[config.mk]
export PLATFORM = sky130hd
export DESIGN_NAME = eflags_unit
export DESIGN_NICKNAME = d
export VERILOG_FILES = /design/src/rtl/execute_pkg.sv /design/src/rtl/cc_eval.sv /design/src/rtl/eflags_unit.sv
export SDC_FILE = /design/constraint.sdc
export NUM_CORES = 1
export LEC_CHECK = 0
export ABC_AREA = 1
export CAP_MARGIN = 5
export CORE_MARGIN = 3
export CORE_UTILIZATION = 55
export CTS_CLUSTER_DIAMETER = 150
export DETAILED_ROUTE_END_ITERATION = 10
export DONT_BUFFER_PORTS = 1
export GPL_ROUTABILITY_DRIVEN = 0
export PLACE_DENSITY = 0.73
export SYNTH_ARGS = -nofsm -noshare
export SYNTH_HDL_FRONTEND = slang
export SYNTH_SLANG_ARGS = --single-unit
[constraint.sdc]
create_clock -name CLK -period 1.1 [get_ports CLK]
set_input_delay 0.22 -clock CLK [delete_from_list [all_inputs] [get_ports CLK]]
set_output_delay 0.22 -clock CLK [all_outputs]
set_load 0.02 [all_outputs]
[src/rtl/execute_pkg.sv]
// Shared execute-stage definitions: ALU op encodings, EFLAGS bit positions,
// reserved-bit handling and the per-op flag merge used by the EFLAGS unit.
package execute_pkg;

  typedef enum logic [2:0] {
    OpAdd = 3'd0,
    OpOr  = 3'd1,
    OpNot = 3'd2,
    OpDaa = 3'd3,
    OpAnd = 3'd4,
    OpCld = 3'd5,
    OpSub = 3'd6,
    OpStd = 3'd7
  } alu_op_e;

  // Condition codes come in pairs; the low tttn bit negates the pair's base test.
  typedef enum logic [2:0] {
    CcPairO  = 3'd0,
    CcPairB  = 3'd1,
    CcPairE  = 3'd2,
    CcPairBe = 3'd3,
    CcPairS  = 3'd4,
    CcPairP  = 3'd5,
    CcPairL  = 3'd6,
    CcPairLe = 3'd7
  } cc_pair_e;

  typedef enum logic [0:0] {
    StEmpty = 1'b0,
    StFull  = 1'b1
  } state_e;

  localparam int unsigned FlagCf = 0;
  localparam int unsigned FlagPf = 2;
  localparam int unsigned FlagAf = 4;
  localparam int unsigned FlagZf = 6;
  localparam int unsigned FlagSf = 7;
  localparam int unsigned FlagDf = 10;
  localparam int unsigned FlagOf = 11;

  localparam logic [31:0] BitCf = 32'(1) << FlagCf;
  localparam logic [31:0] BitPf = 32'(1) << FlagPf;
  localparam logic [31:0] BitAf = 32'(1) << FlagAf;
  localparam logic [31:0] BitZf = 32'(1) << FlagZf;
  localparam logic [31:0] BitSf = 32'(1) << FlagSf;
  localparam logic [31:0] BitDf = 32'(1) << FlagDf;
  localparam logic [31:0] BitOf = 32'(1) << FlagOf;

  localparam logic [31:0] MaskArith = BitOf | BitSf | BitZf | BitAf | BitPf | BitCf;
  localparam logic [31:0] MaskLogic = BitOf | BitSf | BitZf | BitPf | BitCf;
  localparam logic [31:0] MaskDaa   = BitSf | BitZf | BitAf | BitPf | BitCf;

  // Bit 1 always reads as one; bits 3, 5, 15 and 22-31 always read as zero.
  localparam logic [31:0] EflagsRsvdOne  = 32'h0000_0002;
  localparam logic [31:0] EflagsRsvdZero = 32'hFFC0_8028;
  localparam logic [31:0] EflagsReset    = 32'h0000_0002;

  function automatic logic [31:0] op_update_mask(alu_op_e op);
    logic [31:0] mask;
    case (op)
      OpAdd, OpSub: mask = MaskArith;
      OpOr, OpAnd:  mask = MaskLogic;
      OpDaa:        mask = MaskDaa;
      OpCld, OpStd: mask = BitDf;
      default:      mask = '0;
    endcase
    return mask;
  endfunction

  function automatic logic [31:0] eflags_merge(logic [31:0] arch, logic [31:0] flags,
                                               alu_op_e op);
    logic [31:0] mask;
    logic [31:0] src;
    logic [31:0] res;
    mask = op_update_mask(op);
    src  = flags;
    // CLD/STD write a fixed direction flag regardless of the ALU flags.
    if (op == OpCld) begin
      src = '0;
    end else if (op == OpStd) begin
      src = BitDf;
    end
    res = (arch & ~mask) | (src & mask);
    return (res | EflagsRsvdOne) & ~EflagsRsvdZero;
  endfunction

endpackage

[src/rtl/cc_eval.sv]
// Combinational x86 condition-code (tttn) evaluator over an EFLAGS value.
module cc_eval
  import execute_pkg::*;
(
  input  logic [31:0] flags_i,
  input  logic [3:0]  cc_i,
  output logic        taken_o
);

  logic of, sf, zf, pf, cf;
  logic base;
  logic unused_flags;

  assign of = flags_i[FlagOf];
  assign sf = flags_i[FlagSf];
  assign zf = flags_i[FlagZf];
  assign pf = flags_i[FlagPf];
  assign cf = flags_i[FlagCf];

  assign unused_flags = ^{flags_i[31:12], flags_i[10:8], flags_i[5:3], flags_i[1]};

  always_comb begin
    base = 1'b0;
    unique case (cc_pair_e'(cc_i[3:1]))
      CcPairO:  base = of;
      CcPairB:  base = cf;
      CcPairE:  base = zf;
      CcPairBe: base = cf | zf;
      CcPairS:  base = sf;
      CcPairP:  base = pf;
      CcPairL:  base = sf ^ of;
      CcPairLe: base = zf | (sf ^ of);
      default:  base = 1'b0;
    endcase
    taken_o = base ^ cc_i[0];
  end

endmodule

[src/rtl/eflags_unit.sv]
// EFLAGS merge unit: folds ALU flags into the architectural EFLAGS per op and
// presents the merged value plus an optional condition result in a one-entry output buffer.
module eflags_unit
  import execute_pkg::*;
(
  input  logic        CLK,
  input  logic        RST,
  input  logic        in_valid,
  output logic        in_ready,
  input  logic [2:0]  in_op,
  input  logic [31:0] in_flags,
  input  logic [3:0]  in_cc,
  input  logic        in_cc_req,
  input  logic        flush,
  output logic        out_valid,
  input  logic        out_ready,
  output logic [31:0] out_eflags,
  output logic        out_cc_taken,
  output logic [31:0] arch_eflags
);

  state_e      state_q, state_d;
  logic [31:0] arch_q, arch_d;
  logic [31:0] out_eflags_q, out_eflags_d;
  logic        cc_taken_q, cc_taken_d;
  logic [31:0] merged;
  logic        cc_taken_raw;
  logic        accept;

  assign out_valid    = (state_q == StFull);
  assign in_ready     = !out_valid || out_ready;
  assign accept       = in_valid && in_ready;
  assign out_eflags   = out_eflags_q;
  assign out_cc_taken = cc_taken_q;
  assign arch_eflags  = arch_q;

  assign merged = eflags_merge(arch_q, in_flags, alu_op_e'(in_op));

  // Condition is judged on the freshly merged flags, not the old register.
  cc_eval u_cc_eval (
    .flags_i (merged),
    .cc_i    (in_cc),
    .taken_o (cc_taken_raw)
  );

  always_comb begin
    state_d      = state_q;
    arch_d       = arch_q;
    out_eflags_d = out_eflags_q;
    cc_taken_d   = cc_taken_q;
    if (accept) begin
      state_d      = StFull;
      arch_d       = merged;
      out_eflags_d = merged;
      cc_taken_d   = in_cc_req && cc_taken_raw;
    end else if (flush) begin
      state_d = StEmpty;
    end else if (state_q == StFull && out_ready) begin
      state_d = StEmpty;
    end
  end

  always_ff @(posedge CLK) begin
    if (RST) begin
      state_q      <= StEmpty;
      arch_q       <= EflagsReset;
      out_eflags_q <= EflagsReset;
      cc_taken_q   <= 1'b0;
    end else begin
      state_q      <= state_d;
      arch_q       <= arch_d;
      out_eflags_q <= out_eflags_d;
      cc_taken_q   <= cc_taken_d;
    end
  end

endmodule

==> flow_metrics.py, run 1 <==
metrics = {
    "global_routing": {
        "grt_remaining_overflow": 0,
        "grt_start_max_net_pins": 10,
        "antenna_found_initial": 0,
        "grt_pass1_vias": 740,
        "grt_pass1_wl_mm": 3.001,
        "grt_usage_pct": 15.34,
    },
    "layout": {
        "diodes": 0,
        "fin_area_um2": 1087,
        "final_common_cell": "conb_1",
        "layout_common_cells": "50 x conb_1, 22 x nand2_1, 16 x inv_1",
        "drive_gt1_share_pct": 26.47,
        "areaGrowthSynthToFinish_pct": 1.282,
        "utilization_pct": 60.98,
        "final_cells": 195,
        "fillers": 181,
        "nets": 216,
    },
    "floorplan": {
        "die_area_um2": 2518,
        "start_util_pct": 60.21,
        "coreArea_um2": 1783,
        "pin_count": 112,
        "die_y_um": 50.18,
        "die_x_um": 50.18,
        "core.rowCount": 15,
    },
    "cts": {
        "clk_pin_slew_ns": 0.06,
        "cts_tree": "built",
        "cts.sinks": 9,
        "clk_latency_ns": 0.27,
        "htreeDepth": 1,
        "cts-root-buf": "clkbuf_4",
        "cts_setup_buffers": 0,
        "cts_buffers": 3,
        "cts_hold_buffers": 0,
        "cts_buffer_depth": 2,
    },
    "drt": {
        "vias": 859,
        "drcViolationCount": 0,
        "firstDrtPassIters": 7,
        "vias_per_cell": 4.405,
        "finalWirelength_mm": 1.953,
        "wire_per_inst_um": 10.02,
        "first_iter_violations": 14,
        "ant_nets": 0,
    },
    "pwr": {
        "max-vdd-ir-drop_v": 0.0004485,
        "power_leakage_nw": 0.6161,
        "p_per_area_nw_per_um2": 1022,
        "p_total_mw": 1.112,
    },
    "min_path": {
        "hold_path.class": "input port to register",
    },
    "setup_path": {
        "critical_path_buf_inv_count": 2,
        "cpPeakStageDelay_ns": 0.34,
        "critical_path.top_delay_family": "simple AND/OR/NAND/NOR gates",
        "cp_max_fo": 2,
        "crit_chain": "inv_2 -> nand2_2 -> nand3_2 -> inv_2 -> nand2_1 -> nand3_1 -> nand2_1 -> nand2_1 -> nand2_1 -> nand2_1 -> nand3_2 -> a21oi_2",
        "crit_top_cell": "nand2_1",
        "arrival_ns": 1.36,
        "critPathCaptureType": "register",
        "cpMaxStageDelayCell": "dfxtp_4",
        "required_ns": 1.30,
        "path_class": "register to register",
        "setup.worst_path.start_class": "register",
    },
    "synth": {
        "synth_top_cell_by_area": "buf_4",
        "ys_types": 22,
        "synthCells": 162,
        "yosys_warnings": 0,
        "syn_avg_cell_area_um2": 6.627,
        "ys_ff_latch": 9,
        "synth_seq_area_share_pct": 16.78,
        "netlist_area_um2": 1074,
        "netlist.area_leader.share_pct": 39.86,
        "synth_area_leaders": "buf_4 40%, dfxtp_1 17%, nand2_1 8.0%",
    },
    "sta": {
        "min_period_ns": 1.157,
        "hold_viol": 0,
        "holdWs_ns": 0.009581,
        "max_freq_mhz": 864.0,
        "rsz0062_at_grt": "true",
        "clock_skew_ns": 0.003768,
        "period_share_pct": 105.2,
        "finalSetupViolCount": 1,
        "drv_slew": 0,
        "worst_slack_ns": -0.05736,
    },
    "status": {
        "violations": "setup timing",
        "outcome": "complete, but fails checks",
    },
    "placement": {
        "hpwl_mm": 1.631,
        "dpl_cell_area_um2": 1054,
        "portBuffers": 0,
        "dp_cells": 191,
    },
    "job": {
        "maxCapViolCount": 0,
    },
}
==> synth_stat cells <==
cell      count
a211oi_1      2
a21boi_0      1
a21oi_1       5
a21oi_2       2
a311o_1       1
and2_1        1
buf_4        57
clkbuf_1      1
conb_1        2
dfxtp_1       9
inv_1        20
inv_2         1
nand2_1      23
nand2_2       4
nand2_4       2
nand3_1      14
nand3_2       2
nor2_1        7
nor2_2        1
nor3_1        1
o21ai_0       4
or2_2         2
==> area by class of cell <==
cell class	count	area [µm²]	area share (%)
sequential	9	192.7	17.72
inverter	21	97.59	8.976
timing repair buffer	14	105.1	9.666
multi-input combinational	122	634.4	58.34
clock buffer	4	26.28	2.417
tap	25	31.28	2.877
==> worst reg2reg max path, stage by stage, from the launching register on <==
cell and delay (ns):
dfxtp_4 0.34, inv_2 0.04, nand2_2 0.07, nand3_2 0.08
inv_2 0.05, nand2_1 0.04, nand3_1 0.08, nand2_1 0.05
nand2_1 0.07, nand2_1 0.05, nand2_1 0.06, nand3_2 0.06
a21oi_2 0.11
==> layer usage <==
layer | GRT usage, % | routed length (µm)
met5 | 0 | 0
met4 | 7.373 | 19
met3 | 3.561 | 298
met2 | 26.96 | 962
met1 | 17.15 | 672
==> metrics by stage <==
| step | worst slack, ns | TNS (ns) |
|---|---|---|
| final | -0.05736 | -0.05736 |
| after global routing | -0.1427 | -0.1427 |
| after CTS | -0.07441 | -0.07441 |
| after detailed placement | -0.1464 | -0.1464 |
| after global placement | -0.1024 | -0.1024 |
| after floorplan | -0.02368 | -0.04497 |
==> where the power goes <==
group / leakage (nW) / internal, mW / switching [mW]
clock: 0.0150 / 0.140 / 0.124
sequential: 0.0768 / 0.353 / 0.0182
combinational: 0.524 / 0.126 / 0.350
==> path summary, 6_finish.rpt <==
kind	from	endpoint	slack, ns	cells past startpoint
worst max-delay path	arch_eflags[11]	out_cc_taken	-0.06	12
worst min-delay path	RST	out_valid	0.01	1
worst max register to register	arch_eflags[11]	out_cc_taken	-0.06	12
worst min register to register	register	register	0.46	2
==> cells by family (layout without fill, tap and decap cells) <==
kind of cell           count (synthesis)  after routing  synth area share (%)
AOI/OAI and AO/OA                     15             15                 8.858
buffers and inverters                 79             39                 47.55
DFF                                    9              9                 16.78
other                                  2             50                0.6996
and+or+nand+nor                       57             57                 26.11
==> timing repair <==
action,4_1_cts,5_1_grt
pin swaps,0,1
gates resized for setup,2,3
setup endpoints to repair,1,2
No activity file was read; power rests on OpenSTA's default activity.
==> inputs of run 2 (changes only) <==
--- a/config.mk
+++ b/config.mk
@@ -10,6 +10,7 @@
 export CORE_MARGIN = 3
 export CORE_UTILIZATION = 55
 export CTS_CLUSTER_DIAMETER = 150
+export CTS_CLUSTER_SIZE = 10
 export DETAILED_ROUTE_END_ITERATION = 10
 export DONT_BUFFER_PORTS = 1
 export GPL_ROUTABILITY_DRIVEN = 0
==> results of run 2 <==
Final layout, timing and power as in run 1 (identical DEF).
